## src/rtl/fifo_sync_param.sv

```systemverilog
`default_nettype none
// ============================================================================
// Module      : fifo_sync_param
// Description : Single-clock parameterised FIFO with registered read data,
//               occupancy counter, full/empty and programmable almost-full /
//               almost-empty flags, and an overflow/underflow error flag.
//               Optional macro FIFO_ERR_STICKY_EN makes the error flag sticky
//               until reset; without it, error pulses for one cycle per
//               offending request.
// Revision    : 1.0 - initial release
// ============================================================================
module fifo_sync_param #(
  parameter int DATA_WIDTH = 10,
  parameter int ADDR_WIDTH = 3
) (
  input  logic                  clk,
  input  logic                  reset,
  input  logic                  push,
  input  logic                  pop,
  input  logic [DATA_WIDTH-1:0] data_in,
  input  logic [ADDR_WIDTH:0]   afull_thresh,
  input  logic [ADDR_WIDTH:0]   aempty_thresh,
  output logic [DATA_WIDTH-1:0] data_out,
  output logic                  valid_out,
  output logic                  full_fifo,
  output logic                  empty_fifo,
  output logic                  almost_full_fifo,
  output logic                  almost_empty_fifo,
  output logic                  error,
  output logic [ADDR_WIDTH:0]   cnt
);

  localparam int                DEPTH     = 1 << ADDR_WIDTH;
  localparam logic [ADDR_WIDTH:0] DEPTH_CNT = (ADDR_WIDTH + 1)'(DEPTH);

  // Storage and state
  logic [DATA_WIDTH-1:0] mem_q [DEPTH];
  logic [ADDR_WIDTH-1:0] wr_ptr_q, wr_ptr_d;
  logic [ADDR_WIDTH-1:0] rd_ptr_q, rd_ptr_d;
  logic [ADDR_WIDTH:0]   cnt_q, cnt_d;
  logic [DATA_WIDTH-1:0] data_out_q, data_out_d;
  logic                  valid_out_q, valid_out_d;
  logic                  error_q, error_d;

  // Request qualification
  logic push_ok;
  logic pop_ok;
  logic err_event;

  // Status flags derive from the registered count, so during reset (count
  // forced to zero) they read as an empty FIFO without any extra gating.
  assign full_fifo         = (cnt_q == DEPTH_CNT);
  assign empty_fifo        = (cnt_q == '0);
  assign almost_full_fifo  = (cnt_q >= afull_thresh);
  assign almost_empty_fifo = (cnt_q <= aempty_thresh);

  // A push against a full FIFO is still accepted when a pop frees a slot in
  // the same cycle; a pop against an empty FIFO is always refused, even when
  // a push arrives alongside it.
  assign push_ok   = push & (~full_fifo | pop);
  assign pop_ok    = pop & ~empty_fifo;
  assign err_event = (push & full_fifo & ~pop) | (pop & empty_fifo);

  // Next-state computation for pointers, count, read data and error flag
  always_comb begin
    wr_ptr_d    = wr_ptr_q;
    rd_ptr_d    = rd_ptr_q;
    cnt_d       = cnt_q;
    data_out_d  = data_out_q;
    valid_out_d = 1'b0;
    error_d     = error_q;

    if (push_ok) begin
      wr_ptr_d = wr_ptr_q + ADDR_WIDTH'(1);
    end

    if (pop_ok) begin
      // Reads the word before any same-cycle write lands, which matters
      // when full and both pointers address the same slot.
      data_out_d  = mem_q[rd_ptr_q];
      rd_ptr_d    = rd_ptr_q + ADDR_WIDTH'(1);
      valid_out_d = 1'b1;
    end

    unique case ({push_ok, pop_ok})
      2'b10:   cnt_d = cnt_q + (ADDR_WIDTH + 1)'(1);
      2'b01:   cnt_d = cnt_q - (ADDR_WIDTH + 1)'(1);
      default: cnt_d = cnt_q;
    endcase

`ifdef FIFO_ERR_STICKY_EN
    error_d = error_q | err_event;
`else
    error_d = err_event;
`endif
  end

  // Control and output registers, cleared immediately by the async reset
  always_ff @(posedge clk or negedge reset) begin
    if (!reset) begin
      wr_ptr_q    <= '0;
      rd_ptr_q    <= '0;
      cnt_q       <= '0;
      data_out_q  <= '0;
      valid_out_q <= 1'b0;
      error_q     <= 1'b0;
    end else begin
      wr_ptr_q    <= wr_ptr_d;
      rd_ptr_q    <= rd_ptr_d;
      cnt_q       <= cnt_d;
      data_out_q  <= data_out_d;
      valid_out_q <= valid_out_d;
      error_q     <= error_d;
    end
  end

  // Storage array; contents are never cleared, stale words are unreachable
  // once the pointers and count are reset.
  always_ff @(posedge clk) begin
    if (push_ok) begin
      mem_q[wr_ptr_q] <= data_in;
    end
  end

  assign data_out  = data_out_q;
  assign valid_out = valid_out_q;
  assign error     = error_q;
  assign cnt       = cnt_q;

endmodule
`default_nettype wire

```

## config.mk

```make
export PLATFORM = sky130hd
export DESIGN_NAME = fifo_sync_param
export DESIGN_NICKNAME = d
export VERILOG_FILES = /design/src/rtl/fifo_sync_param.sv
export SDC_FILE = /design/constraint.sdc
export NUM_CORES = 1
export LEC_CHECK = 0
export ABC_AREA = 1
export BUFFER_PORTS_ARGS = -buffer_cell sky130_fd_sc_hd__clkbuf_2
export CAP_MARGIN = 20
export CORE_ASPECT_RATIO = 0.75
export CORE_UTILIZATION = 63
export CTS_CLUSTER_DIAMETER = 100
export DETAILED_ROUTE_END_ITERATION = 10
export PLACE_DENSITY = 0.95
export SYNTH_ARGS = -nofsm -noshare
export SYNTH_HDL_FRONTEND = slang
export SYNTH_SLANG_ARGS = --single-unit
```

## constraint.sdc

```tcl
create_clock -name clk -period 3.6 [get_ports clk]
set_input_delay 0.54 -clock clk [delete_from_list [all_inputs] [get_ports clk]]
set_output_delay 0.54 -clock clk [all_outputs]
set_load 0.05 [all_outputs]
```

# == Word level (Yosys, flattened, before mapping) ==
# Memory sizes are Yosys's and may differ from the RTL's. A register that Yosys moved wholly into a read port is not among the register bits.
# Index checks and enable logic that the tools add are counted.
# totals
regBits,12
latch_bits,0
mem_bits_rw,80
romBits,0
inputBits,22
out_inout_bits,20
elab_cells,32
mem_count,1
# op_classes
addsub,4
multipliers,0
div_mod_pow,0
order_cmp,2
eq_ne,3
shift,0
n_mux,4
bitwise,10
reduce_logical,3
# mem_list
name,words,word_bits,rd,rd_ports_with_merged_regs,wr,line,source
mem_q,8,10,1,1,1,37,logic [DATA_WIDTH-1:0] mem_q [DEPTH];
# op_table
cell,n
4-bit case mux with 2 select lines,1
"3-bit by 1-bit adder with 3-bit output, second input constant",2
1-bit bitwise AND,5
"4-bit by 1-bit adder with 4-bit output, second input constant",1
"4-bit == test, second input constant",1
4-bit >= comparator,1
4-bit less-or-equal comparator,1
4-bit zero test,1
"4-bit by 1-bit subtractor with 4-bit output, second input constant",1
1-bit 2-to-1 mux,3
1-bit inverter,3
"2-bit by 1-bit == test with 1-bit output, second input constant",1
"2-bit == test, second input constant",1
1-bit bitwise OR,2
2-bit nonzero test,1
1-bit zero test,1

# == Depth between registers and ports, before layout ==
# Gate-level depths: netlist of the first run.
# logic_depth
word_depth,6
ltp_mapped,14
mapped_depth_nobuf,13

# == Least setup slack after synthesis of the first run ==
# OpenSTA, ideal clock, no wires.
# synth_path
path_kind,register to output
start,reg cnt_q[3] (netlist: cnt[3])
end,out full_fifo
t_arrival_ps,2370
required_ps,3060
setup_slack_ps,690
stages_incl_launch_ff,3
path_buffers,0
path_cell_list,dfrtp_1 > inv_1 > nor4_1
# synth_via
elab_chain_len,1
# synth_rtl
element,line,source
start: declaration,40,"logic [ADDR_WIDTH:0] cnt_q, cnt_d;"
start signal: assignment,110,cnt_q <= cnt_d;
4-bit == test,52,assign full_fifo = (cnt_q == DEPTH_CNT);
end: declaration,25,"output logic full_fifo,"
# Every way passes these cells.

# == Worst setup path after layout of the first run ==
# layout_path
start,reg cnt_q[1] (netlist: cnt[1])
end,out almost_empty_fifo
# layout_via
elab_chain_len,1
# layout_rtl
element,line,source
4-bit less-or-equal comparator,55,assign almost_empty_fifo = (cnt_q <= aempty_thresh);
end: declaration,28,"output logic almost_empty_fifo,"
# Every way passes these cells.

==> metrics.txt, run 1 <==
run status finished, final reports clean; Reg2Reg Setup Slack between 1 and 1.5 ns; RSZ-0062 raised after global routing no; area grow syn2layout 9.483%; Leak just under 2 nW; clk_lat worst skew between 0.3 and 0.4 ns; nets@finish approximately 470; vias in the first global route 2936; Worst R2R End cnt[2]; gpl congestion around 0.93; #FFs+latches synth between 100 and 150; root buf cell clkbuf_8; final HPWL from detailed placement between 6 and 7 mm; setup TNS 0 ns; Max transition margin 0.3860; fillers 450; CP Data Arrival Time ~1.9 ns; synth warn 0; core box area between 0.006 and 0.007 mm²; Routed WL ~9.6 mm; H-tree Lvls 3; register area share after synthesis 0.6741; CP Max Fanout 9; IO Pins 42; Initial Util 0.6733; number of cell rows 25; Clock Path Buffers 2; Remaining DRCs 0; synthesized instance count between 300 and 400; RR Startpoint cnt[3]; post-route ant nets 0; CTS buffer count 9; multi-input logic area approximately 0.0012 mm²; Pwr per Cell Area 861.9 mW/mm²; crit path launch cnt[1]; syn nets 428; # diodes 0; critical path class reg -> out; placed insts ~500; fin crit period 2.431 ns; routed length per instance about 19 µm; initial DRC count around 250; die area 0.007294 mm²; gr ovfl total 0; Worst VDD drop approximately 0.0005 V; Die Wd roughly 98 µm; Unique masters post-synth 28; Post-Syn Area per Cell 11.15 µm²; commonest non-fill, non-tap cell in the layout nor2_1; pin count of the biggest net entering global routing between 40 and 50; Post-CTS Repair Setup Buffers 0; register area between 0.002 and 0.003 mm²; Synth area leader edfxtp_1; CTS tree yes; post-DR vias/cell slightly below 6; # setup viols final 0; Clock transition at path regs around 0.090 ns; DRT Pass-1 Iters 7; R2R depth 12; critical path endpoint almost_empty_fifo; Setup crit end kind primary output; Via Count ~3100; Max Cap Viol 0; Hold Path Class in -> async; fin util 0.7371; CP required 3.06 ns; Final Skew a little over 0.01 ns; fin. max-slew vios 0; final hold violations 0; CP Launch Type flip-flop; Peak Freq 0.4114 GHz; share of the synthesized area in the top cell type 0.5484; Period Utilization, post-route 0.6753; hold buffers post-CTS 0; PortBufs between 40 and 50; post-CTS sizing 0; layout cell share with drive strength beyond 1 0.1491; Non-Filler Instances 517; Mapped Area between 0.004 and 0.005 mm²; initial antenna violation count 0; Worst-Margin Slew ~0.92 ns; first-pass GRT wire length 15.06 mm; top cells by area, synth edfxtp_1, dfrtp_1, nor2_1, o21ai_0, nand3_1; CTS sink cnt roughly 100; most frequent cells in the layout nor2_1, edfxtp_1, nand2_1; Die Ht between 70 and 80 µm; total global-route track usage 0.2920
where the power goes:
group	internal [W]	switching [W]
clock	0.000325	0.000392
sequential	0.00151	0.000174
combinational	0.000464	0.00126
per-stage QoR:
stage               power (W)  area [µm²]  setup WS, ns  hold WS, ns
floorplan            0.002997        4380        0.6896       0.2444
global placement     0.003321        4601         1.414       0.4612
detailed placement   0.003414        4601         1.313       0.4650
CTS                  0.004126        4796         1.175       0.1530
global route         0.004361        4796         1.035       0.1680
finish               0.004133        4796         1.169       0.1521
layer usage:
layer	up-vias	track usage	wire [µm]
met5	-	0	0
met4	0	0.1211	215
met3	24	0.05169	807
met2	150	0.5055	4717
met1	1478	0.3777	3901
li1	1412	-	-
layout make-up:
type                    instances  share of cell area
flip-flops and latches        102              0.6157
multi-input cells             250              0.2570
repair buffers                 43             0.04592
clock buffers                   9             0.02583
well taps                      81             0.02113
inverters                      25             0.01957
clock inverters                 7             0.01487
worst min path at each step:
stage,slack (ns),to,cells after the start,startpoint
after floorplan,0.24,cnt[0],0,reset
after global placement,0.46,data_out[0],2,data_out[0]
after detailed placement,0.46,data_out[3],2,data_out[3]
after CTS,0.15,data_out[6],1,reset
after global routing,0.17,data_out[9],1,reset
final,0.15,data_out[2],1,reset
Yosys cell counts, drive strengths merged:
cell type and instances:
ha 13, dfrtp 22, nand3 35, nor2 94
a21oi 5, xor2 4, nand2 46, xnor2 2
o211ai 1, or2 1, buf 10, clkbuf 6
nor4 1, nand4 2, edfxtp 80, inv 25
o21ai 46
critical path, stage by stage, from the launching register on:
cell      delay [ns]
dfrtp_1         0.55
ha_1            0.32
a21oi_1         0.17
o21ai_0         0.09
o21ai_0         0.09
clkbuf_2        0.31
sequential cells by signal (all words and copies together) (netlist names):
signal and count:
mem_q 80, data_out 10, cnt 4, rd_ptr_q 3, wr_ptr_q 3, error 1, valid_out 1
cell families (layout without fill, tap and decap cells):
logic type | after synthesis | count (layout) | share of synthesized area
flops | 102 | 102 | 0.6741
xor+xnor | 6 | 6 | 0.01200
simple gates | 179 | 179 | 0.1722
fa+ha+maj | 13 | 13 | 0.03713
buf+inv | 41 | 84 | 0.04456
compound gates | 52 | 52 | 0.05998
Note: power is estimated with default switching activity, not from simulation.
==> run 2: changes to the inputs <==
Settings changed: CORE_UTILIZATION 63 to 59, PLACE_DENSITY 0.95 to 0.9.
Clock period 3.6 ns to 2.43 ns, I/O delays scaled along.
==> metrics.txt, run 2 (synthesized netlist as in run 1, its figures left out) <==
run status finished, violations left (was finished, final reports clean); failing checks hold timing; most flop-heavy register mem_q (unchanged); NetSw 0.002710 W (was 0.001830 W); final HPWL from detailed placement 6.024 mm (was 6.681 mm); setup TNS 0 ns (unchanged); routed length per instance 17.15 µm (was 18.65 µm); max incr delay on CP 0.54 ns (was 0.55 ns); Period Utilization, post-route 0.8830; Initial Util 0.6263 (was 0.6733); Via Count 3066 (was 3064); placed insts 530 (was 501); CTS sink cnt 102 (unchanged); post-CTS sizing 0 (unchanged); first-pass GRT wire length 14.70 mm (was 15.06 mm); Clock transition at path regs 0.10 ns (was 0.09 ns); IO Pins 42 (unchanged); fillers 483 (was 450); CTS buffer count 9 (unchanged); Worst VDD drop 0.0005027 V (was 0.0005036 V); # setup viols final 0 (unchanged); H-tree Lvls 3 (unchanged); vias in the first global route 3074 (was 2936); initial DRC count 167 (was 251); root buf cell clkbuf_8 (unchanged); clk_lat worst skew 0.36 ns (was 0.37 ns); pin count of the biggest net entering global routing 41 (unchanged); # diodes 0 (unchanged); DRT Pass-1 Iters 5 (was 7); CTS tree yes (unchanged); Setup crit end kind primary output (unchanged); RSZ-0062 raised after global routing no (unchanged); number of cell rows 26 (was 25); RR Startpoint cnt[1] (was cnt[3]); family with the most delay on the worst path flip-flops (unchanged); Remaining DRCs 0 (unchanged); Routed WL 9.362 mm (was 9.641 mm); Worst-Margin Slew 0.7632 ns (was 0.9176 ns); nets@finish 478 (was 466); Clock Power Share 0.199 (was 0.173); Comb power frac 0.407 (was 0.418); fin crit period between 2 and 2.5 ns; critical path, cell by cell ha_1 -> a21oi_1 -> o21ai_0 -> o21ai_1 -> clkbuf_2 (was ha_1 -> a21oi_1 -> o21ai_0 -> o21ai_0 -> clkbuf_2); Peak Freq 0.4660 GHz; cell-internal power 0.003667 W (was 0.002303 W); hold buffers post-CTS 0 (unchanged); Worst R2R End cnt[2] (unchanged); R2R depth 11 (was 12); max FFs per register 80 (unchanged); most frequent cells in the layout nor2_1, edfxtp_1, nand2_1 (unchanged); die area 0.007777 mm² (was 0.007294 mm²); total global-route track usage 0.2600 (was 0.2920); CP Data Arrival Time 1.78 ns (was 1.89 ns); commonest non-fill, non-tap cell in the layout nor2_1 (unchanged); PortBufs 41 (unchanged); gpl congestion 0.8332 (was 0.9326); post-DR vias/cell 5.615 (was 5.926); Sequential Power Share 0.394 (was 0.408); Reg2Reg Setup Slack 0.33 ns (was 1.35 ns); area grow syn2layout 13.28% (was 9.483%); final hold violations 17 (was 0); Final Skew 0.008486 ns (was 0.01006 ns); post-route ant nets 0 (unchanged); Clock Path Buffers 2 (unchanged); total power 0.006377 W (was 0.004133 W); CP required 2.07 ns (was 3.06 ns); gr ovfl total 0 (unchanged); CP Launch Type flip-flop (unchanged); Hold Path Class in -> async (unchanged); Leak 2.044 nW (was 1.959 nW); critical path class reg -> out (unchanged); Pwr per Cell Area 1285 mW/mm² (was 861.9 mW/mm²); Non-Filler Instances 546 (was 517); initial antenna violation count 0 (unchanged); fin. max-slew vios 0 (unchanged); core box area 0.006994 mm² (was 0.006506 mm²); CP Max Fanout 9 (unchanged); Max transition margin 0.4906 (was 0.3860); Hold Slack -0.01530 ns (was 0.1521 ns); fin util 0.7095 (was 0.7371); Post-CTS Repair Setup Buffers 0 (unchanged); Sw Share 0.4250 (was 0.4428); Die Wd 101.5 µm (was 98.29 µm); layout cell share with drive strength beyond 1 0.1763 (was 0.1491); Max Cap Viol 0 (unchanged); slowest cell on the critical path dfrtp_1 (unchanged); CP Buf/Inv Count 1 (unchanged); Die Ht 76.62 µm (was 74.22 µm)
==> run 2: metal layers <==
metal | track usage | share of wire | wire [µm] | vias up
li1 | - | - | - | 1433
met1 | 0.3357 | 0.41 | 3794 | 1464
met2 | 0.4361 | 0.50 | 4709 | 152
met3 | 0.07064 | 0.077 | 720 | 17
met4 | 0.06667 | 0.015 | 138 | 0
met5 | 0 | 0 | 0 | -
==> run 2: layout make-up <==
type,count,area [µm²],area share
clock inverters,6,116.4,0.02345
inverters,25,93.84,0.01891
repair buffers,55,310.3,0.06253
clock buffers,10,127.6,0.02572
well taps,98,122.6,0.02471
flip-flops and latches,102,2953,0.5951
multi-input cells,250,1239,0.2496
==> run 2: how the worst max path moves through the flow <==
stage / start / cells after the start / end
after floorplan: cnt[2] / 13 / cnt[2]
after global placement: pop / 12 / cnt[2]
after detailed placement: cnt[1] / 11 / cnt[2]
after CTS: cnt[1] / 5 / almost_empty_fifo
after global routing: cnt[0] / 7 / almost_empty_fifo
final: cnt[1] / 5 / almost_empty_fifo
==> run 2: worst reg2reg max path: stages, from the launching register on <==
cell	delay (ns)
dfrtp_1	0.50
nor2_2	0.20
nand4_1	0.12
nand2_2	0.14
ha_1	0.22
nand2_1	0.07
inv_1	0.08
nor2_1	0.07
ha_1	0.18
a21oi_1	0.15
xor2_1	0.16
o21ai_0	0.08
==> run 2: power groups by stage <==
stage          logic, W  clock network [W]  registers, W
4_1_cts         0.00258            0.00127       0.00251
6_report        0.00260            0.00127       0.00252
3_5_place_dp    0.00256                  0       0.00255
5_1_grt         0.00285            0.00133       0.00255
2_1_floorplan   0.00157                  0       0.00288
3_3_place_gp    0.00243                  0       0.00253
==> run 2: through the flow <==
stage               hold WS [ns]  area (µm²)  worst slack (ns)
floorplan                0.06891        4387         -0.003891
global placement          0.3850        4718            0.4998
detailed placement        0.3955        4718            0.3626
CTS                     0.005463        4962            0.2802
global route             0.03053        4962            0.1555
finish                  -0.01530        4962            0.2843
==> run 3: changes to the inputs <==
Settings changed: CORE_UTILIZATION 59 to 30, CTS_CLUSTER_SIZE set to 28, PLACE_DENSITY 0.9 to 0.57.
==> metrics.txt, run 3 (synthesized netlist as in run 1, its figures left out) <==
IO Pins 42 (unchanged); clk_lat worst skew 0.34 ns (was 0.36 ns); post-place instance area 0.004832 mm² (was 0.004718 mm²); Period Utilization, post-route 0.8747 (was 0.8830); CTS tree yes (unchanged); Comb power frac 0.399 (was 0.407); die area 0.01509 mm² (was 0.007777 mm²); setup TNS 0 ns (unchanged); layout cell share with drive strength beyond 1 0.1700 (was 0.1763); root buf cell clkbuf_16 (was clkbuf_8); fillers 1382 (was 483); gpl congestion 0.7827 (was 0.8332); Via Count 2905 (was 3066); H-tree Lvls 3 (unchanged); CP Data Arrival Time 1.76 ns (was 1.78 ns); area grow syn2layout 17.00% (was 13.28%); Max Cap Viol 0 (unchanged); initial DRC count 171 (was 167); Die Wd 141.5 µm (was 101.5 µm); NetSw 0.002674 W (was 0.002710 W); hold buffers post-CTS 0 (unchanged); register area 0.002953 mm² (unchanged); final hold violations 0 (was 17); Max transition margin 0.6145 (was 0.4906); CTS buffer count 9 (unchanged); Worst VDD drop 0.0004687 V (was 0.0005027 V); Non-Filler Instances 642 (was 546); post-DR vias/cell 4.525 (was 5.615); Hold Path Class in -> async (unchanged); cell-internal power 0.003803 W (was 0.003667 W); gr ovfl total 0 (unchanged); Clock transition at path regs 0.07 ns (was 0.10 ns); placed insts 626 (was 530); Design Area, Final 0.005125 mm² (was 0.004962 mm²); Initial Util 0.3133 (was 0.6263); post-route ant nets 0 (unchanged); multi-input logic area 0.001239 mm² (unchanged); Setup crit end kind primary output (unchanged); CP Launch Type flip-flop (unchanged); Sequential Power Share 0.384 (was 0.394); Clock Power Share 0.217 (was 0.199); fin. max-slew vios 0 (unchanged); CP Max Fanout 7 (was 9); most frequent cells in the layout nor2_1, edfxtp_1, nand2_1 (unchanged); fin crit period 2.126 ns (was 2.146 ns); nets@finish 477 (was 478); final HPWL from detailed placement 6.327 mm (was 6.024 mm); total global-route track usage 0.1380 (was 0.2600); DRT Pass-1 Iters 4 (was 5); critical path class reg -> out (unchanged); run status finished, final reports clean (was finished, violations left); Post-CTS Repair Setup Buffers 0 (unchanged); Clock Path Buffers 2 (unchanged); # diodes 0 (unchanged); Routed WL 9.672 mm (was 9.362 mm); vias in the first global route 2853 (was 3074); Peak Freq 0.4705 GHz (was 0.4660 GHz); max FFs per register 80 (unchanged); Remaining DRCs 0 (unchanged); total power 0.006477 W (was 0.006377 W); commonest non-fill, non-tap cell in the layout nor2_1 (unchanged); Pwr per Cell Area 1264 mW/mm² (was 1285 mW/mm²); # setup viols final 0 (unchanged); CP required 2.07 ns (about the same); most flop-heavy register mem_q (unchanged); core box area 0.01398 mm² (was 0.006994 mm²); RSZ-0062 raised after global routing no (unchanged); Die Ht 106.7 µm (was 76.62 µm); Final Skew 0.006393 ns (was 0.008486 ns); fin util 0.3666 (was 0.7095); number of cell rows 37 (was 26); pin count of the biggest net entering global routing 41 (unchanged); routed length per instance 15.07 µm (was 17.15 µm); Leak 2.057 nW (was 2.044 nW); initial antenna violation count 0 (unchanged); post-CTS sizing 0 (unchanged); PortBufs 41 (unchanged); first-pass GRT wire length 15.32 mm (was 14.70 mm); Sw Share 0.4129 (was 0.4250); CTS sink cnt 102 (unchanged); Worst-Margin Slew 0.5774 ns (was 0.7632 ns)
run 3: cell types whose count changed in the layout (fill, tap and decap cells not counted):
cell	delta
buf_4	-1
bufinv_16	-2
clkbuf_1	+1
clkbuf_16	+9
clkbuf_8	-8
clkinv_1	+1
clkinv_2	+1
clkinv_4	-1
clkinvlp_4	+1
inv_6	-2
run 3: power groups by stage:
stage	Combinational, W	Sequential (W)	Clock, W
floorplan	0.00157	0.00288	0
global placement	0.00257	0.00250	0
detailed placement	0.00261	0.00253	0
CTS	0.00262	0.00249	0.00144
global route	0.00288	0.00253	0.00151
finish	0.00258	0.00249	0.00141
run 3: final timing paths:
kind	startpoint	endpoint	slack, ns	cells past startpoint
setup / recovery	cnt[3]	almost_empty_fifo	0.30	5
max in group asynchronous	reset	data_out[0]	2.04	1
hold reg to reg	data_out[7]	data_out[7]	0.49	2
min in group clk	push	error	0.28	3
setup reg to reg	cnt[1]	cnt[2]	0.32	11
hold / removal	reset	data_out[7]	0.001	1
run 3: layout make-up:
| cell class | instances | share of cell area |
|---|---|---|
| Inverter | 25 | 0.01831 |
| Clock inverter | 4 | 0.009033 |
| Sequential cell | 102 | 0.5762 |
| Multi-Input combinational cell | 250 | 0.2417 |
| Tap cell | 195 | 0.04761 |
| Clock buffer | 12 | 0.04810 |
| Timing Repair Buffer | 54 | 0.05908 |
run 3: worst max-delay path: stages, from the launching register on:
cell and delay, ns:
dfrtp_1 0.48, ha_1 0.33, a21oi_1 0.15, o21ai_0 0.09, o21ai_1 0.08, clkbuf_2 0.29
run 3: per-layer routing:
layer,vias to the layer above,GRT usage,routed length [µm]
met4,0,0.04608,148
met5,-,0,0
met3,10,0.03573,531
met1,1390,0.1855,4442
li1,1435,-,-
met2,70,0.2167,4550
run 3: per-stage QoR:
| stage | hold WS (ns) | worst slack [ns] |
|---|---|---|
| after floorplan | 0.06891 | -0.003891 |
| after global placement | 0.3971 | 0.4633 |
| after detailed placement | 0.4030 | 0.3743 |
| after CTS | 0.02504 | 0.2733 |
| after global routing | 0.05069 | 0.1361 |
| final | 0.0009943 | 0.3045 |
